===== config.mk =====
export PLATFORM = sky130hd
export DESIGN_NAME = chart_select_ctrl_flat
export DESIGN_NICKNAME = d
export VERILOG_FILES = /design/src/rtl/chart_pkg.sv /design/src/rtl/chart_select_ctrl_if.sv /design/src/rtl/btn_edge_detect.sv /design/src/rtl/chart_select_ctrl.sv /design/src/flat_wrapper.sv
export SDC_FILE = /design/constraint.sdc
export NUM_CORES = 1
export LEC_CHECK = 0
export CORE_MARGIN = 2
export CORE_UTILIZATION = 28
export CTS_CLUSTER_DIAMETER = 30
export CTS_CLUSTER_SIZE = 25
export DETAILED_ROUTE_END_ITERATION = 10
export SYNTH_ARGS = -nofsm -noshare
export SYNTH_HDL_FRONTEND = slang
export SYNTH_SLANG_ARGS = --single-unit

===== constraint.sdc =====
create_clock -name clk -period 2.48 [get_ports clk]
set_input_delay 0.372 -clock clk [delete_from_list [all_inputs] [get_ports clk]]
set_output_delay 0.372 -clock clk [all_outputs]
set_load 0.01 [all_outputs]

===== src/rtl/chart_pkg.sv =====
// Shared types and defaults for chart selection; FIRST/NUM defaults also feed the
// game core's chart ROM select.
package chart_pkg;

  localparam int unsigned DIGIT_W = 4;
  localparam int unsigned DEF_FIRST_CHART = 1;
  localparam int unsigned DEF_NUM_CHARTS = 3;

  typedef enum logic [1:0] {
    StBrowse,
    StConfirm,
    StStart,
    StLocked
  } chart_state_e;

  // One step of the chart digit; at a limit either wraps to the other end or holds.
  function automatic logic [DIGIT_W-1:0] step_digit(input logic [DIGIT_W-1:0] d,
                                                    input logic               up,
                                                    input logic [DIGIT_W-1:0] lo,
                                                    input logic [DIGIT_W-1:0] hi,
                                                    input logic               wrap);
    logic [DIGIT_W-1:0] r;
    if (up) begin
      if (d == hi) r = wrap ? lo : hi;
      else         r = d + DIGIT_W'(1);
    end else begin
      if (d == lo) r = wrap ? hi : lo;
      else         r = d - DIGIT_W'(1);
    end
    return r;
  endfunction

endpackage


===== src/rtl/chart_select_ctrl_if.sv =====
// Button/frame inputs and overlay/game-core outputs of the chart selection screen.
interface chart_select_ctrl_if;
  import chart_pkg::*;

  logic               frame_tick;
  logic               btn_next;
  logic               btn_prev;
  logic               btn_confirm;
  logic               game_done;
  logic [DIGIT_W-1:0] chart_digit;
  logic               label_on;
  logic               chart_start;
  logic               chart_locked;

  modport master (
    output frame_tick, btn_next, btn_prev, btn_confirm, game_done,
    input  chart_digit, label_on, chart_start, chart_locked
  );

  modport slave (
    input  frame_tick, btn_next, btn_prev, btn_confirm, game_done,
    output chart_digit, label_on, chart_start, chart_locked
  );

endinterface


===== src/rtl/btn_edge_detect.sv =====
// Rising-edge press detector; history resets to 1 so a button held through reset
// release never registers a press.
module btn_edge_detect (
  input  logic clk_i,
  input  logic rst_ni,
  input  logic btn_i,
  output logic press_o
);

  logic hist_q, hist_d;

  always_comb begin
    hist_d  = btn_i;
    press_o = btn_i & ~hist_q;
  end

  always_ff @(posedge clk_i or negedge rst_ni) begin
    if (!rst_ni) hist_q <= 1'b1;
    else         hist_q <= hist_d;
  end

endmodule


===== src/rtl/chart_select_ctrl.sv =====
// Chart selection sequencer: browse digit, blink label on confirm, pulse start, lock
// until game_done. Define CHART_SEL_WRAP_EN to wrap the digit instead of saturating.
module chart_select_ctrl
  import chart_pkg::*;
#(
  parameter int unsigned FIRST_CHART    = DEF_FIRST_CHART,
  parameter int unsigned NUM_CHARTS     = DEF_NUM_CHARTS,
  parameter int unsigned BLINK_FRAMES   = 8,
  parameter int unsigned CONFIRM_BLINKS = 3
) (
  input logic                clk,
  input logic                resetn,
  chart_select_ctrl_if.slave bus
);

  localparam int unsigned FrameW  = $clog2(BLINK_FRAMES + 1);
  localparam int unsigned ToggleW = $clog2(2 * CONFIRM_BLINKS + 1);

  localparam logic [DIGIT_W-1:0] FirstDigit = DIGIT_W'(FIRST_CHART);
  localparam logic [DIGIT_W-1:0] TopDigit   = DIGIT_W'(FIRST_CHART + NUM_CHARTS - 1);
  localparam logic [FrameW-1:0]  FrameLast  = FrameW'(BLINK_FRAMES - 1);
  // The entry toggle is not counted, so the last counted toggle has index 2*N-2.
  localparam logic [ToggleW-1:0] ToggleLast = ToggleW'(2 * CONFIRM_BLINKS - 2);

`ifdef CHART_SEL_WRAP_EN
  localparam logic WrapEn = 1'b1;
`else
  localparam logic WrapEn = 1'b0;
`endif

  chart_state_e       state_q, state_d;
  logic [DIGIT_W-1:0] digit_q, digit_d;
  logic               label_q, label_d;
  logic               start_q, start_d;
  logic               locked_q, locked_d;
  logic [FrameW-1:0]  frame_q, frame_d;
  logic [ToggleW-1:0] tog_q, tog_d;

  logic press_next, press_prev, press_confirm;

  btn_edge_detect u_edge_next (
    .clk_i   (clk),
    .rst_ni  (resetn),
    .btn_i   (bus.btn_next),
    .press_o (press_next)
  );

  btn_edge_detect u_edge_prev (
    .clk_i   (clk),
    .rst_ni  (resetn),
    .btn_i   (bus.btn_prev),
    .press_o (press_prev)
  );

  btn_edge_detect u_edge_confirm (
    .clk_i   (clk),
    .rst_ni  (resetn),
    .btn_i   (bus.btn_confirm),
    .press_o (press_confirm)
  );

  always_comb begin
    state_d  = state_q;
    digit_d  = digit_q;
    label_d  = label_q;
    start_d  = 1'b0;
    locked_d = locked_q;
    frame_d  = frame_q;
    tog_d    = tog_q;

    unique case (state_q)
      StBrowse: begin
        label_d = 1'b1;
        if (press_confirm) begin
          state_d = StConfirm;
          label_d = 1'b0;
          frame_d = '0;
          tog_d   = '0;
        end else if (press_next ^ press_prev) begin
          digit_d = step_digit(digit_q, press_next, FirstDigit, TopDigit, WrapEn);
        end
      end
      StConfirm: begin
        if (bus.frame_tick) begin
          if (frame_q == FrameLast) begin
            frame_d = '0;
            label_d = ~label_q;
            tog_d   = tog_q + ToggleW'(1);
            if (tog_q == ToggleLast) begin
              state_d  = StStart;
              start_d  = 1'b1;
              locked_d = 1'b1;
            end
          end else begin
            frame_d = frame_q + FrameW'(1);
          end
        end
      end
      StStart: begin
        state_d  = StLocked;
        locked_d = 1'b1;
        label_d  = 1'b1;
      end
      StLocked: begin
        label_d  = 1'b1;
        locked_d = 1'b1;
        if (bus.game_done) begin
          state_d  = StBrowse;
          locked_d = 1'b0;
        end
      end
      default: state_d = StBrowse;
    endcase
  end

  always_ff @(posedge clk or negedge resetn) begin
    if (!resetn) begin
      state_q  <= StBrowse;
      digit_q  <= FirstDigit;
      label_q  <= 1'b1;
      start_q  <= 1'b0;
      locked_q <= 1'b0;
      frame_q  <= '0;
      tog_q    <= '0;
    end else begin
      state_q  <= state_d;
      digit_q  <= digit_d;
      label_q  <= label_d;
      start_q  <= start_d;
      locked_q <= locked_d;
      frame_q  <= frame_d;
      tog_q    <= tog_d;
    end
  end

  assign bus.chart_digit  = digit_q;
  assign bus.label_on     = label_q;
  assign bus.chart_start  = start_q;
  assign bus.chart_locked = locked_q;

endmodule


===== src/flat_wrapper.sv =====
// flat-port wrapper written by rule: the top's interface ports become plain ports
module chart_select_ctrl_flat import chart_pkg::*;
#(
  parameter int unsigned FIRST_CHART    = DEF_FIRST_CHART,
  parameter int unsigned NUM_CHARTS     = DEF_NUM_CHARTS,
  parameter int unsigned BLINK_FRAMES   = 8,
  parameter int unsigned CONFIRM_BLINKS = 3
)
  (clk, resetn, bus_frame_tick, bus_btn_next, bus_btn_prev, bus_btn_confirm, bus_game_done, bus_chart_digit, bus_label_on, bus_chart_start, bus_chart_locked);
  chart_select_ctrl_if bus_i ();
  input logic clk;
  input logic resetn;
  input wire logic [$bits(bus_i.frame_tick)-1:0] bus_frame_tick;
  input wire logic [$bits(bus_i.btn_next)-1:0] bus_btn_next;
  input wire logic [$bits(bus_i.btn_prev)-1:0] bus_btn_prev;
  input wire logic [$bits(bus_i.btn_confirm)-1:0] bus_btn_confirm;
  input wire logic [$bits(bus_i.game_done)-1:0] bus_game_done;
  output wire logic [$bits(bus_i.chart_digit)-1:0] bus_chart_digit;
  output wire logic [$bits(bus_i.label_on)-1:0] bus_label_on;
  output wire logic [$bits(bus_i.chart_start)-1:0] bus_chart_start;
  output wire logic [$bits(bus_i.chart_locked)-1:0] bus_chart_locked;
  assign bus_i.frame_tick = bus_frame_tick;
  assign bus_i.btn_next = bus_btn_next;
  assign bus_i.btn_prev = bus_btn_prev;
  assign bus_i.btn_confirm = bus_btn_confirm;
  assign bus_i.game_done = bus_game_done;
  assign bus_chart_digit = bus_i.chart_digit;
  assign bus_label_on = bus_i.label_on;
  assign bus_chart_start = bus_i.chart_start;
  assign bus_chart_locked = bus_i.chart_locked;
  chart_select_ctrl #(.FIRST_CHART(FIRST_CHART), .NUM_CHARTS(NUM_CHARTS), .BLINK_FRAMES(BLINK_FRAMES), .CONFIRM_BLINKS(CONFIRM_BLINKS)) u_core (.clk(clk), .resetn(resetn), .bus(bus_i));
endmodule

==> Word level (Yosys, flattened, before mapping) <==
Cells that the tools add are included.
{ "word_totals": {"ff_bits": 19, "inputBits": 7, "output_inout_bits": 7, "elab_cells": 75} }
{ "classes": {"n_addsub": 4, "eq_ne": 12, "muxes": 30, "n_bitwise": 9, "reduce_logical": 10} }
{ "op_table": {"columns": ["op", "count"], "rows": [
  ["$mux W4", 6],
  ["$mux W1", 11],
  ["$mux W2", 5],
  ["$mux W3", 3],
  ["$add A4 B1 Y4 const B", 2],
  ["$pmux W2 S4", 1],
  ["$pmux W4 S2", 1],
  ["$reduce_and A4 Y1", 2],
  ["$ne A2 B1 Y1 const B", 3],
  ["$pmux W1 S3", 2],
  ["$pmux W3 S2", 1],
  ["$reduce_and A3 Y1", 2],
  ["$not A1 Y1", 5],
  ["$reduce_and A5 Y1", 1],
  ["$eq A2 B2 Y1 const B", 2],
  ["$eq A4 B1 Y1 const B", 1],
  ["$eq A4 B2 Y1 const B", 1],
  ["$eq A4 B3 Y1 const B", 1],
  ["$ne A2 B2 Y1 const B", 2],
  ["$sub A4 B1 Y4 const B", 1],
  ["$add A3 B1 Y3 const B", 1],
  ["$and A1 B1 Y1", 3],
  ["$eq A3 B3 Y1 const B", 1],
  ["$reduce_bool A3 Y1", 1],
  ["other kinds (6)", 6]
]} }

==> Longest topological paths before layout <==
{ "depth": {"word_depth": 5, "ltp_mapped": 7, "ltp_nobuf": 6} }

==> By module <==
From an unflattened synthesis, not the netlist that was laid out.
{ "hier_totals": {"hier_cells": 116, "hier_area_um2": 1182.4} }
{ "by_module_without_submodules": {"columns": ["mod", "n_inst", "cells_each", "area_each_um2", "seq_area_each_um2"], "rows": [
  ["chart_select_ctrl", 1, 110, 1062.3, 402.9],
  ["btn_edge_detect", 3, 2, 40.0, 26.3]
]} }

==> Worst setup path before layout <==
OpenSTA, ideal clock, no wires.
{ "synth_path": {"kind": "reg-to-reg", "from": "reg u_core.state_q[1]", "to": "reg u_core.frame_q[3]", "setup_ns": 0.069, "arrival_time_ns": 1.700, "required_time_ns": 2.411, "path_slack_ns": 0.711, "path_stages_with_launch": 7, "n_path_buf": 0, "period_less_slack_ns": 1.769, "cell_sequence": "dfrtp_1 -> inv_1 -> ha_1 -> nor2b_2 -> a211o_4 -> or4_1 -> nand3_1"} }
{ "synth_via": {"elab_chain_len": 3, "word_cells_on_any_way": 7, "cone_classes": "eq/ne (3); mux (1); reduce/logical (3)"} }
{ "synth_rtl": {"columns": ["item", "line", "source"], "rows": [
  ["start, declared", "chart_select_ctrl.sv:31", "chart_state_e state_q, state_d;"],
  ["start signal, assigned", "chart_select_ctrl.sv:118", "state_q <= StBrowse;"],
  ["start signal, assigned", "chart_select_ctrl.sv:126", "state_q <= state_d;"],
  ["$eq A2 B1 Y1 or $logic_not A2 Y1 (tied branches)", "chart_select_ctrl.sv:71", "unique case (state_q)"],
  ["$ne A2 B2 Y1 (no source line) (tied with other cells)", null, null],
  ["$reduce_and A3 Y1 (no source line)", null, null],
  ["end signal, assigned", "chart_select_ctrl.sv:131", "frame_q <= frame_d;"],
  ["end, declared", "chart_select_ctrl.sv:36", "logic [FrameW-1:0] frame_q, frame_d;"]
]} }
Parallel ways exist; a longest one is shown, timed or not.
A chain may end at the register's enable or synchronous reset.

==> Worst setup path in the final report <==
Same ends and word-level chain as after synthesis.

==> run_results.csv <==
group,metric,value,unit
outcome,status,"finished, final reports clean",
yosys,synth_ff_type,"dfrtp_1",
yosys,yosysTopAreaCell,"dfrtp_1",
cells_and_area,multi_input_area,657,um^2
die,coreArea,0.00406,mm^2
yosys,synth_top_family_by_area,"simple AND/OR/NAND/NOR gates",
timing,fin_setup_tns,0,ns
cells_and_area,final_common_cell,"dfrtp_1",
yosys,synth-adder-area-share,11.5,%
yosys,yosys.area_share.simple,18.1,%
yosys,yosysUniqueCellTypes,45,
place,detailed_place_hpwl,1.74,mm
global_route,grt_overflow,0,
yosys,syn_avg_cell_area,9.95,um^2
yosys,ys_ff_latch,19,
detailed_routing,drt_iter0_drc,25,
yosys,ys_async_sr_fraction,100,%
clock_network,cts_tree,"built",
timing,period_minus_slack,2.09,ns
clock_network,postCtsSetupBuffers,0,
yosys,synth.cell_area,0.00119,mm^2
clock_network,insertion_delay,0.26,ns
clock_network,clockRootBuffer,"clkbuf_8",
critical_path,crit_arrival,2.28,ns
clock_network,cts_max_path_buffers,2,
cells_and_area,n_antenna_cell,0,
global_route,track_usage,10.5,%
yosys,synthTopCellsByArea,"dfrtp_1 29%, ha_1 12%, dfstp_2 11%, nand2_1 3.5%, inv_1 3.1%",
cells_and_area,fillers,401,
die,die_w,69.3,um
yosys,synth_edf_count,0,
global_route,first_global_vias,891,
place,portBuffers,13,
yosys,yosys.area_share.xor_xnor,0.734,%
hold_path,hold_path_class,"in -> async",
critical_path,cp.required,2.67,ns
clock_network,htree_levels,1,
flow_run,drv_cap,0,
timing,hold_violations,0,
power_and_ir_drop,p_per_area,1130,mW/mm^2
power_and_ir_drop,ir_drop,0.000527,V
die,num_rows,23,
detailed_routing,dr.pass1.iters,4,
timing,whs,0.436,ns
timing,setup_violations,0,
cells_and_area,synthToLayoutAreaGrowth,19.4,%
die,ioPinCount,14,
timing,worst_slew_pin_slew,0.428,ns
yosys,synth_cells,120,
clock_network,clk_pin_slew,0.07,ns
global_route,grt_pass1_wl,4.20,mm
yosys,ys_seq_area_share,40.4,%
critical_path,cp-end-kind,"flip-flop",
critical_path,start_kind,"flip-flop",
detailed_routing,viasPerCell,5.00,
clock_network,cts_resized,0,
clock_network,cts-buffers-inserted,3,
timing,max_freq,0.478,GHz
die,initial_core_util,29.4,%
cells_and_area,final_cell_mix,"14 x dfrtp_1, 13 x clkdlybuf4s50_1, 11 x nand2_1, 11 x ha_1, 10 x inv_1",
timing,rsz0062_at_grt,"false",
cells_and_area,nets,154,
cells_and_area,drive_gt1_share,11.1,%
timing,final_max_slew_viol_count,0,
die,die-area,0.00480,mm^2
clock_network,cts_sinks,19,
yosys,synth-compound-area-share,17.4,%
power_and_ir_drop,p_leak,0.620,nW
detailed_routing,drc,0,
detailed_routing,via_count,925,
detailed_routing,wl_per_cell,12.4,um
yosys,yosysWarnings,0,
die,die_y,69.3,um
detailed_routing,drt_wl_total,2.29,mm
global_route,grt_max_degree,20,
critical_path,crit_type,"reg -> reg",
timing,fin_skew,0.00739,ns
detailed_routing,antenna_left,0,
clock_network,hold_buffers,0,
critical_path,path_max_fanout,13,
yosys,synth_mux_area_share,7.23,%
yosys,yosys.area.top_type_share,29.4,%
global_route,antenna_found_initial,0,
cells_and_area,regArea,482,um^2
timing,max_slew_margin,71.5,%
place,gp_congestion,0.822,
timing,period_share,84.3,%
yosys,syn_nets,138,
Yosys cell counts, types with 2 or more instances:
cell	number
dfrtp_1	14
ha_1	11
nand2_1	11
inv_1	10
a21oi_1	6
nor2_1	6
dfstp_2	5
nand2b_1	4
nand3_1	4
mux2_1	3
mux2i_1	3
a31oi_1	2
and2_1	2
buf_2	2
mux2_2	2
nor2b_1	2
o211a_1	2
o21ai_0	2
o21ai_1	2
o41ai_1	2
cells by family after synthesis:
logic type / Yosys count
xor+xnor: 1
fa+ha+maj: 11
mux: 8
buf+inv: 14
simple gates: 39
flops: 19
compound gates: 28
worst max-delay path, stage by stage (launching register included):
cell and delay [ns]:
dfrtp_1 0.39, inv_1 0.09, ha_1 0.34, nor2b_2 0.25, a211o_4 0.35, or4_1 0.51, nand3_1 0.09
final timing paths:
path / startpoint / to / slack, ns / cells past startpoint
min: resetn / u_core.bus.chart_locked / 0.44 / 2
max in group asynchronous: resetn / u_core.u_edge_next.hist_q / 1.77 / 2
min reg2reg: u_core.tog_q[2] / u_core.tog_q[2] / 0.53 / 1
min in group clk: u_core.tog_q[2] / u_core.tog_q[2] / 0.53 / 1
max reg2reg: u_core.state_q[1] / u_core.frame_q[3] / 0.39 / 6
max: u_core.state_q[1] / u_core.frame_q[3] / 0.39 / 6
per-layer routing:
layer,vias to the layer above,wire length [um],global-route usage (%)
li1,461,-,-
met1,441,1070,13.9
met2,19,1110,17.6
met3,4,84,2.62
met4,0,19,1.96
met5,-,0,0
final cells by class:
cell class	count	share of cell area [%]
Multi-Input combinational cell	87	46.1
Inverter	11	2.90
Clock buffer	4	3.16
Tap cell	50	4.39
Timing Repair Buffer	14	9.66
Sequential cell	19	33.8
metrics by stage:
| step | utilization, % | power [mW] | setup slack [ns] | std cells | instance area (um^2) |
|---|---|---|---|---|---|
| 6_report | 35.1 | 1.61 | 0.389 | 185 | 1430 |
| 3_5_place_dp | 34.0 | 1.41 | 0.340 | 181 | 1380 |
| 4_1_cts | 35.1 | 1.63 | 0.406 | 185 | 1430 |
| 5_1_grt | 35.1 | 1.78 | 0.256 | 185 | 1430 |
| 3_3_place_gp | 34.0 | 1.37 | 0.372 | 181 | 1380 |
| 2_1_floorplan | - | 1.14 | 0.711 | 120 | 1190 |
registers in the layout (all words and copies together) (netlist names):
| register | flops |
|---|---|
| u_core.bus.chart_digit | 4 |
| u_core.bus.chart_locked | 1 |
| u_core.bus.chart_start | 1 |
| u_core.bus.label_on | 1 |
| u_core.frame_q | 4 |
| u_core.state_q | 2 |
| u_core.tog_q | 3 |
| u_core.u_edge_confirm.hist_q | 1 |
| u_core.u_edge_next.hist_q | 1 |
| u_core.u_edge_prev.hist_q | 1 |
power breakdown:
group | switching [mW] | total, mW | internal (mW)
logic | 0.429 | 0.833 | 0.404
registers | 0.123 | 0.564 | 0.440
clock network | 0.0993 | 0.214 | 0.114
Note: power is estimated with default switching activity, not from simulation.
